--- config.mk ---
export PLATFORM = sky130hd
export DESIGN_NAME = pri_dec
export DESIGN_NICKNAME = d
export VERILOG_FILES = /design/src/rtl/pri_dec.sv
export SDC_FILE = /design/constraint.sdc
export NUM_CORES = 1
export LEC_CHECK = 0
export CAP_MARGIN = 20
export CORE_MARGIN = 2
export CORE_UTILIZATION = 50
export DETAILED_ROUTE_END_ITERATION = 8
export GPL_TIMING_DRIVEN = 0
export HOLD_SLACK_MARGIN = 0.12
export PLACE_DENSITY = 0.86
export SLEW_MARGIN = 20
export SYNTH_ARGS = -nofsm -noshare
export SYNTH_HDL_FRONTEND = slang
export SYNTH_SLANG_ARGS = --single-unit
--- constraint.sdc ---
create_clock -name clk -period 3.68 [get_ports clk]
set_clock_uncertainty 0.05 [all_clocks]
set_input_delay 0.368 -clock clk [delete_from_list [all_inputs] [get_ports clk]]
set_output_delay 0.368 -clock clk [all_outputs]
set_load 0.02 [all_outputs]
--- src/rtl/pri_dec.sv ---
// Registered 2-to-4 priority decoder: buffers 2-bit codes in a FIFO and replays
// each one as a one-hot pulse lasting HOLD cycles, followed by a one-cycle zero gap.
module pri_dec #(
   parameter int DEPTH = 4,
   parameter int HOLD  = 2
) (
   input  logic                       clk,
   input  logic                       rst,
   input  logic                       req_valid,
   input  logic [1:0]                 req,
   output logic                       req_ready,
   output logic                       out1,
   output logic                       out2,
   output logic                       out3,
   output logic                       out4,
   output logic                       out_valid,
   output logic [$clog2(DEPTH):0]     count,
   output logic                       drop,
   output logic [1:0]                 state
);

   localparam int AW = $clog2(DEPTH);
   localparam int CW = AW + 1;
   localparam int HW = (HOLD > 1) ? $clog2(HOLD) : 1;

   typedef enum logic [1:0] {
      IDLE  = 2'd0,
      DRIVE = 2'd1,
      GAP   = 2'd2
   } state_t;

   state_t          st;
   logic [1:0]      mem [DEPTH];
   logic [AW-1:0]   wptr;
   logic [AW-1:0]   rptr;
   logic [HW-1:0]   hold_cnt;
   logic [3:0]      onehot;
   logic            push;
   logic            pop;

   function automatic logic [3:0] decode(input logic [1:0] code);
      decode = 4'b0001 << code;
   endfunction

   // Handshake: a code is taken on any posedge where req_valid && req_ready.
   // req_ready depends only on the registered count, never on a same-cycle pop.
   assign req_ready = (count < CW'(DEPTH));
   assign push      = req_valid && req_ready;
   assign pop       = ((st == IDLE) || (st == GAP)) && (count != '0);

   assign {out1, out2, out3, out4} = onehot;
   assign out_valid = |onehot;
   assign state     = st;

   // Storage is not reset; stale entries are unreachable once pointers clear.
   always_ff @(posedge clk) begin
      if (push) begin
         mem[wptr] <= req;
      end
   end

   always_ff @(posedge clk or posedge rst) begin
      if (rst) begin
         wptr  <= '0;
         rptr  <= '0;
         count <= '0;
         drop  <= 1'b0;
      end else begin
         if (push) begin
            wptr <= wptr + 1'b1;
         end
         if (pop) begin
            rptr <= rptr + 1'b1;
         end
         case ({push, pop})
            2'b10:   count <= count + 1'b1;
            2'b01:   count <= count - 1'b1;
            default: count <= count;
         endcase
         drop <= req_valid && !req_ready;
      end
   end

   always_ff @(posedge clk or posedge rst) begin
      if (rst) begin
         st       <= IDLE;
         onehot   <= 4'b0000;
         hold_cnt <= '0;
      end else begin
         case (st)
            IDLE, GAP: begin
               // Leaving GAP reloads on the same edge so throughput is HOLD+1.
               if (pop) begin
                  onehot   <= decode(mem[rptr]);
                  hold_cnt <= HW'(HOLD - 1);
                  st       <= DRIVE;
               end else begin
                  onehot <= 4'b0000;
                  st     <= IDLE;
               end
            end
            DRIVE: begin
               if (hold_cnt == '0) begin
                  onehot <= 4'b0000;
                  st     <= GAP;
               end else begin
                  hold_cnt <= hold_cnt - 1'b1;
               end
            end
            default: begin
               onehot <= 4'b0000;
               st     <= IDLE;
            end
         endcase
      end
   end

endmodule

-- Word-level counts from Yosys, hierarchy flattened
Memories as Yosys holds them, arrays and structs flattened.
Index checks and enable logic that the tools add are counted.
- flip-flop bits (word level): 15
- latch bits: 0
- bits in writable memories: 8
- memory bits (read-only): 0
- input bits: 5
- output and inout port bits: 12
- logic and storage cells: 45
- memories kept: 1
- add/sub/neg operators: 5
- multipliers: 0
- div/mod/pow operators: 0
- magnitude comparators: 1
- equal/unequal tests: 6
- shift operators: 1
- mux-type cells: 12
- bitwise gates (word level): 0
- reduce and logical (&&, ||, !) cells: 12
- memory list (name ; words ; bits a word ; read ports ; clocked after memory_dff ; write ports ; RTL line ; RTL):
    mem ; 4 ; 2 ; 1 ; 0 ; 1 ; 33 ; logic [1:0] mem [DEPTH];
- operators by type and width (operator ; count):
    $mux W4 ; 2
    $pmux W4 S2 ; 1
    $pmux W3 S2 ; 1
    $mux W1 ; 5
    $add A2 B1 Y2 const B ; 2
    $eq A2 B1 Y1 const B ; 2
    $eq A2 B2 Y1 const B ; 2
    $ne A2 B2 Y1 const B ; 2
    $pmux W2 S2 ; 1
    $reduce_bool A2 Y1 ; 2
    $reduce_or A4 Y1 ; 1
    $shl A1 B2 Y4 const A ; 1
    $add A3 B1 Y3 const B ; 1
    $logic_and A1 B1 Y1 ; 3
    $lt A3 B3 Y1 const B ; 1
    $reduce_bool A3 Y1 ; 1
    $sub A3 B1 Y3 const B ; 1
    $logic_not A2 Y1 ; 1
    $mux W2 ; 1
    $pmux W1 S2 ; 1
    $reduce_and A2 Y1 ; 1
    $reduce_or A2 Y1 ; 1
    $logic_not A1 Y1 ; 1
    $logic_or A1 B1 Y1 ; 1
    $sub A1 B1 Y1 const B ; 1

-- Depth between registers and ports, before layout
Gate-level depths: netlist of run 1.
- depth after elaboration: 5
- gate-level depth with buffers: 9
- mapped depth without buffers: 8

-- Worst setup path before layout of run 1
Ideal clock, no wire load.
- path type: register to register
- start: reg count[0]
- end: reg count[2]
- library setup time: 80 ps
- arrival time: 1799 ps
- data required time: 3550 ps
- slack: 1751 ps
- cell stages (with the launch flop): 9
- path buffers: 0
- clock period less this slack: 1929 ps
- cell sequence: dfrtp_1 > nor3_2 > nor2_2 > ha_1 > inv_1 > fa_1 > xor2_1 > nor2_1 > xnor2_1
- word-level cells in the longest chain between the ends: 4
- elaborated cells between the ends (all ways): 10
- those cells by class: 2 x add/sub; 1 x order compare; 2 x eq/ne; 1 x mux; 4 x reduce/logical
- ends and longest elaborated chain (item ; RTL line ; RTL):
    start, declared ; 17 ; output logic [$clog2(DEPTH):0] count,
    start signal, assigned ; 76 ; 2'b10: count <= count + 1'b1;
    start signal, assigned ; 77 ; 2'b01: count <= count - 1'b1;
    start signal, assigned ; 78 ; default: count <= count;
    $reduce_bool A3 Y1 * ; 49 ; assign pop = ((st == IDLE) || (st == GAP)) && (count != '0);
    $logic_and A1 B1 Y1 * ; 49 ;
    net pop ; 39 ; logic pop;
    $eq A2 B1 Y1 or $eq A2 B2 Y1 (tied branches) ; 75 ; case ({push, pop})
    $pmux W3 S2 or $reduce_bool A2 Y1 (tied branches) ; - ;
The timed path passes the listed nets; every way through them passes the cells marked *.
A chain may end at the register's enable or synchronous reset.

-- Worst setup path after layout of run 1
- start: reg onehot[1]
- end: out out_valid
- word-level cells in the longest chain between the ends: 1
- ends and longest elaborated chain (item ; RTL line ; RTL):
    start, declared ; 37 ; logic [3:0] onehot;
    start signal, assigned ; 94 ; onehot <= decode(mem[rptr]);
    $reduce_or A4 Y1 ; 52 ; assign out_valid = |onehot;
    end, declared ; 16 ; output logic out_valid,
Every way passes these cells.

==> results.json, run 1 <==
{
  "n_antenna_cell": 0,
  "regArea_um2": 616,
  "place_ws_ns": 1.36,
  "worstMarginPinSlew_ns": 0.556,
  "reg2reg_to": "count[2]",
  "core-area_um2": 1920,
  "cts_sinks": 23,
  "min_period_ns": 2.19,
  "nets": 104,
  "grt_pass1_vias": 598,
  "fillCellCount": 153,
  "cts_tree": "built",
  "critPathMaxStageDelay_ns": 0.56,
  "grtUsageTotal_pct": 13.6,
  "dieHeight_um": 48.8,
  "postCtsSetupBuffers": 0,
  "drtIter0Drc": 2,
  "vias": 582,
  "cts.path.max_buffers": 2,
  "setup_tns_ns": 0,
  "routabilityCongestion": 0.701,
  "dp.cells": 115,
  "power.total_mw": 1.04,
  "p_leak_nw": 0.522,
  "postCtsHoldBufs": 0,
  "cts_buffers": 3,
  "cts-root-buf": "clkbuf_4",
  "antenna_found_initial": 0,
  "synth-edff-count": 8,
  "yosysWarnings": 0,
  "slowest_stage": "clkdlybuf4s50_1",
  "drtAntennaViolNets": 0,
  "vias_per_cell": 4.89,
  "finalHoldViolCount": 0,
  "rsz0062_at_grt": "false",
  "cp_max_fo": 3,
  "start_kind": "flip-flop",
  "syn_inst": 72,
  "max_freq_mhz": 456,
  "port_buffers": 16,
  "power.switching_uw": 390,
  "crit_path_cell_trace": "or4_1 > clkdlybuf4s50_1",
  "grt_max_degree": 16,
  "rrSetupSlack_ns": 1.71,
  "start_util_pct": 52.3,
  "die_width_um": 48.8,
  "worst_setup_path_end_kind": "output port",
  "synth_simple_gate_area_share_pct": 9.46,
  "grt_overflow": 0,
  "status": "completed",
  "p_seq_share_pct": 40.8,
  "place_hpwl_um": 1080,
  "timing.rr.start": "count[0]",
  "synth.cell_area_um2": 1000,
  "drt-wirelength-per-cell_um": 11.2,
  "clock_latency_ns": 0.30,
  "drc": 0,
  "slew_headroom_pct": 62.9,
  "ys_ff_latch": 23,
  "hold_class": "in -> async",
  "swShare_pct": 37.6,
  "synth-compound-area-share_pct": 5.85,
  "clkTransAtPathRegs_ns": 0.11,
  "r2r_cells": 8,
  "layout_setup_ws_ns": 1.49,
  "vdd_ir_drop_max_mv": 0.490,
  "synthAdderAreaFrac_pct": 8.22,
  "multi_input_area_um2": 344,
  "dieArea_um2": 2380,
  "seq_area_frac_synth_pct": 61.3,
  "critical_path_class": "reg -> out",
  "p_comb_share_pct": 48.6,
  "ys_types": 23,
  "cts_resized": 0,
  "cap_violations": 0,
  "p_int_uw": 646,
  "wl_um": 1330,
  "syn-mean-instance-area_um2": 14.0,
  "drive_gt1_share_pct": 8.70,
  "synth_ff_type": "dfrtp_1",
  "required_ns": 3.26,
  "dr.pass1.iters": 4,
  "synth.area.mux_share_pct": 5.48,
  "ios": 17,
  "setup_viol": 0,
  "fin_cells": 119,
  "arrival_ns": 1.78,
  "slew_violations": 0,
  "synth_nets": 83,
  "grt_pass1_wl_um": 2490,
  "power_frac_clock_pct": 10.6,
  "rows": 16,
  "synth-xor-area-share_pct": 5.23,
  "async_reset_ff_share_pct": 65.2,
  "p_per_area_nw_per_um2": 845,
  "period_share_pct": 59.6,
  "synth_top_family_by_area": "simple AND/OR/NAND/NOR gates",
  "h-tree-depth": 1,
  "area_delta_synth_final_pct": 21.9
}
state kept, by name, summed over array words and instances (netlist names):
| name | flops |
|---|---|
| mem | 8 |
| drop | 1 |
| wptr | 2 |
| hold_cnt | 1 |
| onehot | 4 |
| rptr | 2 |
| state | 2 |
| count | 3 |
layout by cell type (no fill, tap or decap), types with 2 or more instances in the layout:
cell type and n:
edfxtp_1 8, nor2_1 3, ha_1 5, inv_1 11, dfrtp_1 15, xor2_1 3, a32o_1 4, mux4_2 2
clkbuf_4 3, clkdlybuf4s50_1 16, clkbuf_1 2, and2_1 5, xnor2_1 3
Yosys cell counts (all sizes together), types with 2 or more instances:
library cell / number / area [um2]
a32o: 4 / 40.0
mux4: 2 / 45.0
and2: 5 / 31.3
nor2: 4 / 17.5
xor2: 3 / 26.3
inv: 11 / 41.3
dfrtp: 15 / 375
xnor2: 3 / 26.3
ha: 5 / 62.6
edfxtp: 8 / 240
power by group through the flow:
| stage | Clock, mW | Combinational [mW] | Sequential (mW) |
|---|---|---|---|
| 2_1_floorplan | 0 | 0.302 | 0.467 |
| 3_3_place_gp | 0 | 0.491 | 0.426 |
| 3_5_place_dp | 0 | 0.513 | 0.430 |
| 4_1_cts | 0.116 | 0.514 | 0.425 |
| 5_1_grt | 0.126 | 0.563 | 0.438 |
| 6_report | 0.110 | 0.503 | 0.422 |
area by class of cell:
cell class	instances	share of cell area, %
plain buffers	1	0.306
clock buffers	4	2.15
inverters	11	3.37
multi-input cells	37	28.1
flip-flops and latches	23	50.3
well taps	27	2.76
repair buffers	16	13.1
how the worst max path moves through the flow:
stage | start | to | slack (ns) | cells past startpoint
after global routing | onehot[2] | out_valid | 1.43 | 2
after CTS | onehot[1] | out_valid | 1.46 | 2
final | onehot[1] | out_valid | 1.49 | 2
after floorplan | count[0] | count[2] | 1.75 | 8
after global placement | req_valid | count[2] | 1.40 | 10
after detailed placement | req_valid | count[2] | 1.36 | 10
routing by layer:
layer	global-route usage [%]	wire, um	vias up
li1	-	-	283
met1	15.0	536	282
met2	25.3	734	14
met5	0	0	-
met4	5.71	14	0
met3	2.76	47	3
kinds of logic (layout without fill, tap and decap cells):
| logic type | count (synthesis) | after routing |
|---|---|---|
| mux | 3 | 3 |
| simple gates | 15 | 15 |
| xor+xnor | 6 | 6 |
| buf+inv | 12 | 32 |
| flops | 23 | 23 |
| fa+ha+maj | 6 | 6 |
| compound gates | 7 | 7 |
worst max-delay path: cells and delay by family, from the launching register on:
family	cells	cell delay (ns)
buffers and inverters	1	0.56
flip-flops	1	0.40
AND/OR/NAND/NOR	1	0.52
stage by stage:
stage               instance area (um2)  hold WS [ns]  utilization, %
floorplan                          1000         0.219               -
global route                       1220         0.405            63.7
finish                             1220         0.350            63.7
CTS                                1220         0.366            63.7
detailed placement                 1200         0.399            62.4
global placement                   1200         0.392            62.4
Note: power is estimated with default switching activity, not from simulation.
==> run 2, diff against run 1 <==
==> constraint.sdc (replaced) <==
create_clock -name clk -period 2.25 [get_ports clk]
set_clock_uncertainty 0.05 [all_clocks]
set_input_delay 0.225 -clock clk [delete_from_list [all_inputs] [get_ports clk]]
set_output_delay 0.225 -clock clk [all_outputs]
set_load 0.02 [all_outputs]
==> results of run 2 <==
Same layout as run 1 (identical final DEF). Status: completed.
Main changes from that run: setup slack after placement 1.36 ns -> 0.0738 ns; setup slack after layout 1.49 ns -> 0.198 ns; hold slack 0.350 ns -> 0.207 ns; register-to-register setup slack 1.71 ns -> 0.28 ns; total power 1.04 mW -> 1.69 mW; worst IR drop on VDD 0.490 mV -> 0.802 mV
==> run 3, diff against run 2 <==
--- a/config.mk
+++ b/config.mk
@@ -5,13 +5,12 @@
 export SDC_FILE = /design/constraint.sdc
 export NUM_CORES = 1
 export LEC_CHECK = 0
-export CAP_MARGIN = 20
 export CORE_MARGIN = 2
-export CORE_UTILIZATION = 50
+export CORE_UTILIZATION = 45
 export DETAILED_ROUTE_END_ITERATION = 8
 export GPL_TIMING_DRIVEN = 0
 export HOLD_SLACK_MARGIN = 0.12
-export PLACE_DENSITY = 0.86
+export PLACE_DENSITY = 0.82
 export SLEW_MARGIN = 20
 export SYNTH_ARGS = -nofsm -noshare
 export SYNTH_HDL_FRONTEND = slang
==> constraint.sdc (replaced) <==
create_clock -name clk -period 1.8 [get_ports clk]
set_clock_uncertainty 0.05 [all_clocks]
set_input_delay 0.18 -clock clk [delete_from_list [all_inputs] [get_ports clk]]
set_output_delay 0.18 -clock clk [all_outputs]
set_load 0.02 [all_outputs]
==> run 3 against run 2 <==
Via count rose by 5.8%; critical path depth rose by 5; final cell count rose by 5.9%; worst hold slack got worse by 0.045 ns; clock-buffer cell count did not move; worst setup slack got worse by 0.14 ns.
==> results.json, run 3 (synthesis gave the netlist of run 1 again) <==
{
  "status": "completed",
  "use_met3_pct": 4.09,
  "ios": 17,
  "required_ns": 1.98,
  "drt-wirelength-per-cell_um": 12.9,
  "place_ws_ns": -0.361,
  "antenna_found_initial": 0,
  "p_per_area_nw_per_um2": 1790,
  "timing.rr.start": "state[0]",
  "drive_gt1_share_pct": 24.5,
  "start_kind": "flip-flop",
  "place_area_um2": 1220,
  "dieHeight_um": 51.3,
  "grtUsageTotal_pct": 15.5,
  "vias": 616,
  "drtAntennaViolNets": 0,
  "nets": 110,
  "worstMarginPinSlew_ns": 0.557,
  "rows": 17,
  "dp.cells": 116,
  "grt_pass1_vias": 690,
  "p_comb_share_pct": 52.0,
  "grt_overflow": 0,
  "die_width_um": 51.3,
  "h-tree-depth": 1,
  "swShare_pct": 37.7,
  "power.switching_uw": 878,
  "hold_class": "in -> async",
  "postCtsHoldBufs": 0,
  "p_leak_nw": 0.555,
  "rrSetupSlack_ns": 0.06,
  "startpoint": "state[0]",
  "port_buffers": 16,
  "use_met1_pct": 16.9,
  "p_seq_share_pct": 38.1,
  "cts_tree": "built",
  "max_freq_mhz": 573,
  "p_int_mw": 1.45,
  "wl_um": 1620,
  "setup_viol": 0,
  "core-area_um2": 2170,
  "cap_violations": 0,
  "grt_pass1_wl_um": 2840,
  "start_util_pct": 46.3,
  "worst_setup_path_end_kind": "flip-flop",
  "cts_buffers": 3,
  "final_cell_mix": "clkdlybuf4s50_1 (15), dfrtp_1 (11), inv_1 (9), edfxtp_1 (8), buf_4 (7)",
  "period_share_pct": 96.9,
  "place_hpwl_um": 1170,
  "arrival_ns": 1.92,
  "dieArea_um2": 2630,
  "cts_sinks": 23,
  "cts.path.max_buffers": 2,
  "area_delta_synth_final_pct": 29.5,
  "power_frac_clock_pct": 9.9,
  "finalHoldViolCount": 0,
  "min_period_ns": 1.74,
  "top_regs": "mem: 8 flops, onehot: 4 flops, count: 3 flops",
  "layout_setup_ws_ns": 0.0556,
  "power.total_mw": 2.33,
  "vias_per_cell": 4.89,
  "clkTransAtPathRegs_ns": 0.12,
  "largest_reg_flops": 8,
  "slew_violations": 0,
  "dr.pass1.iters": 2,
  "final_util_pct": 60.0,
  "fillCellCount": 192,
  "layout_commonest_cell": "clkdlybuf4s50_1",
  "critical_path_class": "reg -> reg",
  "use_met2_pct": 26.4,
  "slew_headroom_pct": 62.8,
  "top_register": "mem",
  "fin_cells": 126,
  "n_antenna_cell": 0,
  "drtIter0Drc": 1,
  "routabilityCongestion": 0.646,
  "stdcell_area_um2": 1300,
  "vdd_ir_drop_max_mv": 1.18,
  "drc": 0,
  "clock_latency_ns": 0.31,
  "grt_max_degree": 16,
  "cp_max_fo": 4,
  "cts-root-buf": "clkbuf_4",
  "grt.busiest_layer": "met2"
}
## run 3: changes by cell type in the layout (fill, tap and decap cells not counted), moves of 2 or more
cell	change
buf_4	+7
dfrtp_1	-4
dfrtp_2	+4
inv_1	-2
inv_2	+2
## run 3: layout make-up
type | instances | area [um2] | share of cell area, %
Multi-Input combinational cell | 37 | 370 | 28.5
Sequential cell | 23 | 621 | 47.7
Tap cell | 28 | 35.0 | 2.69
Inverter | 11 | 41.3 | 3.17
Timing Repair Buffer | 23 | 208 | 16.0
Clock buffer | 4 | 26.3 | 2.02
## run 3: critical path, stage by stage (launching register included)
cell and delay [ns]:
dfrtp_2 0.47, nor2_4 0.16, ha_4 0.16, inv_2 0.04
fa_2 0.37, xor2_1 0.14, nor2_1 0.13, xnor2_1 0.13
## run 3: metrics by stage
step           setup TNS, ns  hold WS, ns
2_1_floorplan              0       0.0313
3_5_place_dp          -0.740        0.416
5_1_grt              -0.0155        0.207
4_1_cts                    0        0.179
6_report                   0        0.163
3_3_place_gp          -0.510        0.393
## run 3: repair_timing
action,4_1_cts,5_1_grt
setup buffers,5,2
pin swaps,3,3
hold endpoints to repair,0,0
setup endpoints to repair,3,2
resized for setup,4,5
## run 3: routing by layer
metal | share of wire [%] | up-vias
met5 | 0 | -
met4 | 2.7 | 0
met3 | 4.4 | 4
met2 | 55 | 17
met1 | 38 | 302
li1 | - | 293
## run 3: worst paths after layout
kind                            endpoint  depth (start not counted)
worst max-delay path            count[2]                          7
worst min-delay path                drop                          2
worst max register to register  count[2]                          7
worst min register to register  state[1]                          1
max in group asynchronous       count[2]                          2
min in group clk                    drop                          2
## run 3: power groups by stage
stage          registers [mW]  logic (mW)  clock network (mW)
6_report                0.887        1.21               0.229
5_1_grt                 0.916        1.35               0.256
4_1_cts                 0.893        1.16               0.244
3_5_place_dp            0.913        1.06                   0
3_3_place_gp            0.900        1.03                   0
2_1_floorplan           0.979       0.641                   0
